File: src/rtl/sram_ctrl.sv
// Bridges the 32-bit MEM-stage data access onto a 16-bit asynchronous SRAM.
// Each access is split into a low and a high half-word phase; the pipeline is stalled until DONE.
module sram_ctrl #(
  parameter int          WAIT_CYCLES = 1,
  parameter logic [31:0] BASE_ADDR   = 32'd1024,
  parameter int          SRAM_AW     = 18
) (
  input  logic               clk,
  input  logic               rst,
  input  logic               MEM_R_EN,
  input  logic               MEM_W_EN,
  input  logic [31:0]        address,
  input  logic [31:0]        wdata,
  output logic [31:0]        rdata,
  output logic               ready,
  output logic [SRAM_AW-1:0] sram_addr,
  output logic [15:0]        sram_dq_out,
  input  logic [15:0]        sram_dq_in,
  output logic               sram_dq_oe,
  output logic               sram_we_n
);

  typedef enum logic [1:0] {IDLE, LOW, HIGH, DONE} state_e;

  localparam logic [2:0] WAIT_LAST = 3'(WAIT_CYCLES);

  state_e               state_q, state_d;
  logic [2:0]           cnt_q, cnt_d;
  logic                 rd_q, rd_d;
  logic [31:0]          addr_q, addr_d;
  logic [31:0]          wdata_q, wdata_d;
  logic [31:0]          rdata_q, rdata_d;
  logic [SRAM_AW-1:0]   saddr_q;

  logic                 req;
  logic                 active;
  logic                 half;
  logic                 last;
  logic [SRAM_AW-2:0]   widx;

  assign req    = MEM_R_EN | MEM_W_EN;
  assign active = (state_q == LOW) || (state_q == HIGH);
  assign half   = (state_q == HIGH);
  assign last   = (cnt_q == WAIT_LAST);

  // Out-of-range offsets simply wrap into the SRAM address space.
  assign widx = (SRAM_AW-1)'((addr_q - BASE_ADDR) >> 2);

  // Bus controls are decoded from state so an async reset releases the bus at once.
  assign sram_addr   = active ? {widx, half} : saddr_q;
  assign sram_dq_oe  = active && !rd_q;
  assign sram_we_n   = !(active && !rd_q);
  assign sram_dq_out = !sram_dq_oe ? 16'h0000 :
                       half        ? wdata_q[31:16] : wdata_q[15:0];

  assign rdata = rdata_q;

  always_comb begin
    ready = 1'b0;
    case (state_q)
      IDLE:    ready = !req;
      DONE:    ready = 1'b1;
      default: ready = 1'b0;
    endcase
  end

  always_comb begin
    state_d = state_q;
    cnt_d   = cnt_q;
    rd_d    = rd_q;
    addr_d  = addr_q;
    wdata_d = wdata_q;
    rdata_d = rdata_q;
    case (state_q)
      IDLE: begin
        if (req) begin
          state_d = LOW;
          cnt_d   = 3'd0;
          rd_d    = MEM_R_EN;   // a read wins when both enables are raised
          addr_d  = address;
          wdata_d = wdata;
        end
      end
      LOW: begin
        if (last) begin
          state_d = HIGH;
          cnt_d   = 3'd0;
          if (rd_q) rdata_d[15:0] = sram_dq_in;
        end else begin
          cnt_d = cnt_q + 3'd1;
        end
      end
      HIGH: begin
        if (last) begin
          state_d = DONE;
          cnt_d   = 3'd0;
          if (rd_q) rdata_d[31:16] = sram_dq_in;
        end else begin
          cnt_d = cnt_q + 3'd1;
        end
      end
      DONE:    state_d = IDLE;
      default: state_d = IDLE;
    endcase
  end

  always_ff @(posedge clk or negedge rst) begin
    if (!rst) begin
      state_q <= IDLE;
      cnt_q   <= 3'd0;
      rd_q    <= 1'b0;
      addr_q  <= 32'd0;
      wdata_q <= 32'd0;
      rdata_q <= 32'd0;
      saddr_q <= '0;
    end else begin
      state_q <= state_d;
      cnt_q   <= cnt_d;
      rd_q    <= rd_d;
      addr_q  <= addr_d;
      wdata_q <= wdata_d;
      rdata_q <= rdata_d;
      saddr_q <= sram_addr;
    end
  end

endmodule

File: config.mk
export PLATFORM = sky130hd
export DESIGN_NAME = sram_ctrl
export DESIGN_NICKNAME = d
export VERILOG_FILES = /design/src/rtl/sram_ctrl.sv
export SDC_FILE = /design/constraint.sdc
export NUM_CORES = 1
export LEC_CHECK = 0
export ABC_AREA = 1
export CORE_UTILIZATION = 46
export CTS_CLUSTER_SIZE = 25
export DETAILED_ROUTE_END_ITERATION = 16
export PLACE_DENSITY = 0.89
export SYNTH_ARGS = -nofsm -noshare
export SYNTH_HDL_FRONTEND = slang
export SYNTH_SLANG_ARGS = --single-unit
File: constraint.sdc
create_clock -name clk -period 1.9 [get_ports clk]
set_input_delay 0.38 -clock clk [delete_from_list [all_inputs] [get_ports clk]]
set_output_delay 0.38 -clock clk [all_outputs]
set_load 0.01 [all_outputs]
Word level (Yosys, flattened, before mapping)
Cells that the tools add are included.

operators by class
  mux-type cells = 11
  bitwise logic cells = 1
  add/sub/neg operators = 2
  equality and inequality tests = 7
  reductions and logical operators = 13

operator list
  kind                                                                     number
  16-bit 2-to-1 mux                                                        2
  19-bit by 11-bit subtractor with 19-bit output, second input constant    1
  18-bit 2-to-1 mux                                                        1
  3-bit AND reduction                                                      3
  2-bit case mux with 4 select lines                                       1
  2-bit 2-to-1 mux                                                         3
  3-bit 2-to-1 mux                                                         2
  3-bit case mux with 2 select lines                                       1
  2-bit == test, second input constant                                     2
  2-bit inequality test, second input constant                             2
  2-bit AND reduction                                                      2
  3-bit by 1-bit adder with 3-bit output, second input constant            1
  3-bit by 1-bit == test with 1-bit output, second input constant          1
  1-bit zero test                                                          3
  2-bit by 1-bit == test with 1-bit output, second input constant          1
  2-bit zero test                                                          1
  2-bit by 1-bit inequality test with 1-bit output, second input constant  1
  1-bit case mux with 2 select lines                                       1
  2-bit nonzero test                                                       1
  2-bit OR reduction                                                       1
  1-bit logical AND                                                        1
  1-bit logical OR                                                         1
  1-bit OR                                                                 1

storage, ports and cells
  register bits = 107
  bits of input ports = 84

Depth between registers and ports, before layout
Gate-level depths: netlist (run 1).

  depth in word-level cells = 4
  depth in mapped cells = 9
  mapped depth without buffers = 8

Least setup slack after synthesis (run 1)
No wires, ideal clock.

  path kind = flip-flop to output port
  start = register state_q[0]
  end = output sram_dq_out[10]
  cell stages (with the launch flop) = 8
  data arrival time = 1.414 ns
  setup slack = 0.106 ns
  cell sequence = dfrtp_1 -> inv_1 -> ha_1 -> inv_2 -> nor2_2 -> inv_2 -> buf_6 -> a21oi_1

between the ends
  cells in the longest elaborated chain, start to end = 4

RTL lines
  what                                                                       RTL line  RTL
  start: declaration                                                         27        state_e state_q, state_d;
  start signal: assignment                                                   117       state_q <= state_d;
  2-bit by 1-bit == test with 1-bit output or 2-bit == test (tied branches)  42        assign active = (state_q == LOW) || (state_q == HIGH);
  1-bit logical OR (*)                                                       42
  1-bit logical AND (*)                                                      51        assign sram_dq_oe = active && !rd_q;
  named net sram_dq_oe                                                       19        output logic sram_dq_oe,
  16-bit 2-to-1 mux (*)                                                      53        assign sram_dq_out = !sram_dq_oe ? 16'h0000 :
  end: declaration                                                           17        output logic [15:0] sram_dq_out,

Mark *: on every way through the listed nets, which the timed path passes. The rest lies on a longest branch.

Final worst setup path (run 1)
  start = register state_q[0]
  end = output sram_addr[2]

between the ends
  cells in the longest elaborated chain, start to end = 3

RTL lines
  what                                                                       RTL line  RTL
  2-bit by 1-bit == test with 1-bit output or 2-bit == test (tied branches)  42
  1-bit logical OR (*)                                                       42
  18-bit 2-to-1 mux (*)                                                      50        assign sram_addr = active ? {widx, half} : saddr_q;
  end: declaration                                                           16        output logic [SRAM_AW-1:0] sram_addr,

Mark *: on every way between the ends. The rest lies on a longest branch, timed or not.

==> results of run 1 <==
==> layout by cell type, fill, tap and decap left out, types with 5 or more instances in the layout <==
| cell | instances |
|---|---|
| sky130_fd_sc_hd__dfrtp_1 | 105 |
| sky130_fd_sc_hd__inv_1 | 31 |
| sky130_fd_sc_hd__nand2_1 | 168 |
| sky130_fd_sc_hd__nand2_4 | 16 |
| sky130_fd_sc_hd__inv_2 | 6 |
| sky130_fd_sc_hd__nand3_2 | 5 |
| sky130_fd_sc_hd__a21oi_1 | 10 |
| sky130_fd_sc_hd__buf_2 | 16 |
| sky130_fd_sc_hd__nand2_2 | 18 |
| sky130_fd_sc_hd__o21ai_2 | 32 |
| sky130_fd_sc_hd__o21ai_0 | 9 |
| sky130_fd_sc_hd__a21oi_2 | 16 |
| sky130_fd_sc_hd__buf_6 | 35 |
| sky130_fd_sc_hd__clkdlybuf4s50_1 | 99 |
| sky130_fd_sc_hd__buf_4 | 50 |
| sky130_fd_sc_hd__nor2_1 | 19 |
| sky130_fd_sc_hd__nor2_4 | 5 |
| sky130_fd_sc_hd__nand3_1 | 45 |
| sky130_fd_sc_hd__clkbuf_8 | 10 |
| sky130_fd_sc_hd__buf_12 | 7 |
==> cell families (layout without fill, tap and decap cells) <==
family	after synthesis	count (layout)	share of synthesized area
compound gates	76	76	0.107
simple gates	283	283	0.248
flops	105	105	0.557
fa+ha+maj	6	6	0.0159
buf+inv	69	273	0.0729
==> layer usage <==
layer	track usage	share of wire	wire length, um	vias up
li1	-	-	-	2099
met1	0.302	0.40	5420	2150
met2	0.430	0.51	6960	227
met3	0.0450	0.068	927	40
met4	0.102	0.027	374	0
met5	0	0	0	-
==> stage by stage <==
step,util,setup TNS [ns],cells
after floorplan,-,0,539
after global placement,0.640,-10.21,807
after detailed placement,0.640,-12.64,807
after CTS,0.711,-9.91,866
after global routing,0.749,-13.26,876
final,0.749,-10.60,876
==> power groups by stage <==
stage | sequential [uW] | combinational (uW) | clock (uW)
after detailed placement | 3960 | 6600 | 0
after floorplan | 4020 | 3280 | 0
after global placement | 3890 | 6390 | 0
after CTS | 3960 | 8370 | 1430
after global routing | 4170 | 10700 | 1520
final | 4070 | 9950 | 1390
==> what timing repair did <==
action,in CTS,in global routing
hold buffers,1,0
setup buffers,41,16
endpoints found under the hold margin,28,0
setup endpoints to repair,37,39
gates cloned,1,0
pin swaps,18,21
gates resized for setup,215,89
==> sequential cells by signal, summed over array words and instances, names as in the netlist <==
name	flops
rdata	32
wdata_q	32
saddr_q	18
addr_q	17
cnt_q	3
state_q	2
rd_q	1
==> worst min-delay path, stage by stage, from the launching register on <==
cell	delay, ns
sky130_fd_sc_hd__dfrtp_1	0.36
sky130_fd_sc_hd__nand2_1	0.05
sky130_fd_sc_hd__nand2_1	0.04
==> final timing paths <==
check	to	cells past startpoint	slack (ns)	start
worst max-delay path	sram_addr[2]	10	-0.35	state_q[0]
worst min-delay path	wdata_q[15]	2	0.48	wdata_q[15]
worst max register to register	saddr_q[17]	14	-0.13	state_q[0]
worst min register to register	wdata_q[15]	2	0.48	wdata_q[15]
max in group asynchronous	state_q[1]	3	0.84	rst
min in group asynchronous	rdata[1]	2	0.50	rst
==> area by class of cell <==
cell class	count	share of cell area
sequential	105	0.356
multi-input combinational	365	0.290
timing repair buffer	216	0.281
tap	133	0.0225
inverter	40	0.0217
clock buffer	10	0.0186
clock inverter	6	0.00914
timing repair inverter	1	0.00102
==> synth_stat cells, drive strengths merged <==
library cell | instances | area, um2
nand2 | 202 | 763
inv | 40 | 150
dfrtp | 105 | 2630
or2 | 1 | 6.26
clkbuf | 4 | 15.0
nor2 | 26 | 100
buf | 25 | 179
nand4 | 1 | 6.26
a31oi | 2 | 12.5
a21oi | 27 | 135
o21ai | 47 | 355
ha | 6 | 75.1
nand3 | 53 | 295
==> reports/qor.csv, run 1 <==
metric,value,unit
synth_seq_cells,105,
remaining_global_route_overflow,0,
core_region_area,9860,um2
drt-initial-drc-count,232,
failed_checks,setup timing,
finalClockSkew,0.0101,ns
startpoint_type,register,
vdd_drop_max,0.00115,V
vias_in_the_first_global_route,4282,
cp_cell_sequence,inv_2 -> ha_4 -> inv_4 -> buf_4 -> buf_6 -> buf_12 -> buf_6 -> nand2_2 -> nand2_2 -> buf_6,
numClockSinks,105,
most_frequent_cp_cell,sky130_fd_sc_hd__buf_6,
slew_at_the_pin_closest_to_its_max_slew_limit,0.464,ns
floorplan.initialDensity,0.479,
status,"complete, but fails checks",
placedInstanceArea,6310,um2
internal_power,9120,uW
power.combinational.fraction,0.645,
global_route.usage.total,0.247,
yosys_warnings,0,
hold-worst-slack,0.480,ns
tritoncts_clock_tree,done,
dr_total_vias,4516,
vias_per_cell,5.16,
drt-total-wl,13700,um
period_utilization_post_route,1.19,
arrival,1.87,ns
relative_max_transition_margin,0.691,
critPathMaxStageDelay,0.38,ns
drv.max_cap_violation_count,0,
slowest_stage,sky130_fd_sc_hd__dfrtp_1,
power.switching,6310,uW
seqCellArea,2630,um2
report.power.total,15400,uW
report.final.hold_viol_count,0,
dp_worst_setup_slack,-0.306,ns
numCtsBuffers,9,
switching_part_of_the_total,0.409,
ctsLongestPathBuffers,2,
root_buffer,sky130_fd_sc_hd__clkbuf_8,
areaGrowthSynthToFinish,56.5,%
power.share.sequential,0.264,
htree_num_levels,3,
leakagePower,0.00361,uW
synth.net_count,629,
hpwl,8250,um
chipWidth,103,um
die_area,10700,um2
power_per_cell_area,2090,nW/um2
grt_antenna_before_repair,0,
count_of_buffers_from_port_buffering,137,
avgRoutedWirePerCell,15.6,um
finalMaxSlewViolations,0,
io_pins,153,
drt.antenna.violating_nets,0,
crit_family,buffers and inverters,
finalSetupViolCount,38,
synth.avg_cell_area,8.76,um2
finalInstanceArea,7390,um2
drc_errors,0,
largest_net_degree_at_the_start_of_global_routing,52,
n_antenna_cell,0,
period_minus_slack,2.25,ns
capturing_element_type_of_the_critical_path,output pin,
place.gp.congestion,0.877,
setup_slack,-0.355,ns
clock_power_share,0.090,
grt_setup_unrepaired,true,
hold_class,reg2reg,
worst-path-max-fanout,8,
required,1.52,ns
synthesis.area,4720,um2
critPathKind,reg2out,
worst_setup_hold_path_clk_slew,0.09,ns
nNetsFinal,828,
first_pass_grt_wire_length,20100,um
fraction_of_layout_cells_with_a_size_suffix_above_1,0.334,
fp-row-count,36,
drt_pass1_iterations,5,
multi_input_gate_area,2140,um2
die_y,103,um
synthDistinctLibCells,23,
fillCellCount,619,
synth_cells,539,
crit_buf_inv,7,
insertion_delay,0.36,ns
synth-seq-area-share,0.557,
maxClockFrequency,443,MHz
No activity file was read; power rests on OpenSTA's default activity.
==> run 2: changes to the inputs <==
--- a/config.mk
+++ b/config.mk
@@ -6,10 +6,12 @@
 export NUM_CORES = 1
 export LEC_CHECK = 0
 export ABC_AREA = 1
-export CORE_UTILIZATION = 46
+export CELL_PAD_IN_SITES_DETAIL_PLACEMENT = 1
+export CELL_PAD_IN_SITES_GLOBAL_PLACEMENT = 1
+export CORE_UTILIZATION = 34
 export CTS_CLUSTER_SIZE = 25
 export DETAILED_ROUTE_END_ITERATION = 16
-export PLACE_DENSITY = 0.89
+export PLACE_DENSITY = 0.84
 export SYNTH_ARGS = -nofsm -noshare
 export SYNTH_HDL_FRONTEND = slang
 export SYNTH_SLANG_ARGS = --single-unit
==> run 2 against run 1 <==
The flow still finishes with violations (setup timing); sequential power is essentially flat; critical endpoint is now sram_dq_out[13]; largest cell class unchanged; largest power group unchanged; wire length grew 16%; non-clock buffer count shrank 18; critical path depth shrank 2.
==> reports/qor.csv, run 2 (synthesis results as in run 1) <==
metric,value,unit
status,"complete, but fails checks",
failed_checks,setup timing,
finalClockSkew,0.0105,ns
largest_net_degree_at_the_start_of_global_routing,58,
grt_antenna_before_repair,0,
nNetsFinal,810,
floorplan.initialDensity,0.352,
drt_pass1_iterations,4,
maxClockFrequency,449,MHz
fin_tns_setup,-8.09,ns
chipWidth,120,um
critPathKind,reg2out,
leakagePower,0.00358,uW
fp-row-count,42,
reg2reg_depth,12,
fraction_of_layout_cells_with_a_size_suffix_above_1,0.308,
global_route.usage.total,0.212,
finalMaxSlewViolations,0,
io_pins,153,
numCtsBuffers,9,
n_antenna_cell,0,
drc_errors,0,
first_pass_grt_wire_length,23700,um
layout_commonest_cell,sky130_fd_sc_hd__nand2_1,
drt-total-wl,15800,um
core_region_area,13400,um2
arrival,1.84,ns
finalSetupViolCount,38,
vias_in_the_first_global_route,4704,
tritoncts_clock_tree,done,
insertion_delay,0.35,ns
finalNonFillerCells,900,
period_utilization_post_route,1.17,
worst_setup_hold_path_clk_slew,0.07,ns
required,1.52,ns
hold-worst-slack,0.462,ns
fillCellCount,1511,
critical_path.reg2reg.startpoint,state_q[1],
worstReg2RegEnd,saddr_q[17],
slew_at_the_pin_closest_to_its_max_slew_limit,0.492,ns
vias_per_cell,4.99,
power_per_cell_area,2070,nW/um2
die_area,14400,um2
period_minus_slack,2.22,ns
place.gp.congestion,0.826,
htree_num_levels,3,
worst-path-max-fanout,9,
avgRoutedWirePerCell,17.6,um
relative_max_transition_margin,0.672,
hpwl,9850,um
dr_total_vias,4493,
die_y,120,um
count_of_buffers_from_port_buffering,137,
ctsLongestPathBuffers,2,
drt.antenna.violating_nets,0,
hold_class,in2async,
numPlacedInstances,857,
root_buffer,sky130_fd_sc_hd__clkbuf_16,
drv.max_cap_violation_count,0,
reg2reg_slack,-0.09,ns
startpoint_type,register,
finalInstanceArea,7390,um2
placedInstanceArea,6410,um2
areaGrowthSynthToFinish,56.6,%
capturing_element_type_of_the_critical_path,output pin,
drt-initial-drc-count,227,
setup_slack,-0.325,ns
numClockSinks,105,
grt_setup_unrepaired,true,
most-common-layout-cells,"sky130_fd_sc_hd__nand2_1, sky130_fd_sc_hd__dfrtp_1, sky130_fd_sc_hd__clkdlybuf4s50_1",
remaining_global_route_overflow,0,
vdd_drop_max,0.000941,V
report.final.hold_viol_count,0,
report.power.total,15300,uW
-- run 2: routing by layer --
layer  vias up  routed length (um)  track usage
met4         0                 398       0.0703
met2       150                8200        0.372
li1       2068                   -            -
met3        30                 739       0.0366
met1      2245                6500        0.264
met5         -                   0            0
-- run 2: how the worst max path moves through the flow --
stage,start,endpoint,slack (ns)
3_3_place_gp,state_q[0],sram_addr[0],-0.31
3_5_place_dp,state_q[1],sram_addr[10],-0.38
4_1_cts,state_q[1],sram_dq_out[9],-0.24
5_1_grt,state_q[1],sram_dq_out[13],-0.36
6_report,state_q[1],sram_dq_out[13],-0.32
2_1_floorplan,state_q[0],sram_dq_out[10],0.11
-- run 2: cell type report --
class	count	area [um2]	area share
flip-flops and latches	105	2630	0.355
multi-input cells	365	2160	0.292
clock buffers	12	256	0.0347
well taps	176	220	0.0298
inverters	40	165	0.0223
repair inverters	1	16.3	0.00220
repair buffers	198	1900	0.257
clock inverters	3	47.5	0.00643
-- run 2: timing repair --
action	in CTS	in global routing
endpoints found under the hold margin	19	0
gates cloned	0	1
hold buffers	1	0
setup buffers	15	14
setup endpoints to repair	37	38
pin swaps	9	14
gates resized for setup	197	110
-- run 2: critical path, cell delays in order, from the launching register on --
cell and delay (ns):
sky130_fd_sc_hd__dfrtp_1 0.41, sky130_fd_sc_hd__inv_2 0.08, sky130_fd_sc_hd__ha_4 0.30, sky130_fd_sc_hd__inv_6 0.05, sky130_fd_sc_hd__nor2_4 0.15, sky130_fd_sc_hd__buf_6 0.15
sky130_fd_sc_hd__inv_8 0.07, sky130_fd_sc_hd__a21oi_4 0.16, sky130_fd_sc_hd__buf_6 0.12
-- run 2: per-stage QoR --
step | util | setup slack (ns)
3_5_place_dp | 0.478 | -0.375
3_3_place_gp | 0.478 | -0.311
2_1_floorplan | - | 0.106
4_1_cts | 0.514 | -0.245
6_report | 0.552 | -0.325
5_1_grt | 0.552 | -0.361
-- run 2: power breakdown --
part           internal, uW  switching (uW)  total, uW  leakage, uW
Clock                  1090             828       1920     0.000149
Combinational          4450            4880       9330      0.00216
Sequential             3350             732       4080      0.00127
Total                  8890            6440      15300      0.00358
==> run 3: changes to the inputs <==
--- a/config.mk
+++ b/config.mk
@@ -12,6 +12,7 @@
 export CTS_CLUSTER_SIZE = 25
 export DETAILED_ROUTE_END_ITERATION = 16
 export PLACE_DENSITY = 0.84
+export SLEW_MARGIN = 20
 export SYNTH_ARGS = -nofsm -noshare
 export SYNTH_HDL_FRONTEND = slang
 export SYNTH_SLANG_ARGS = --single-unit
==> results of run 3 <==
The final DEF is identical to that of run 2; final timing and power are the same.
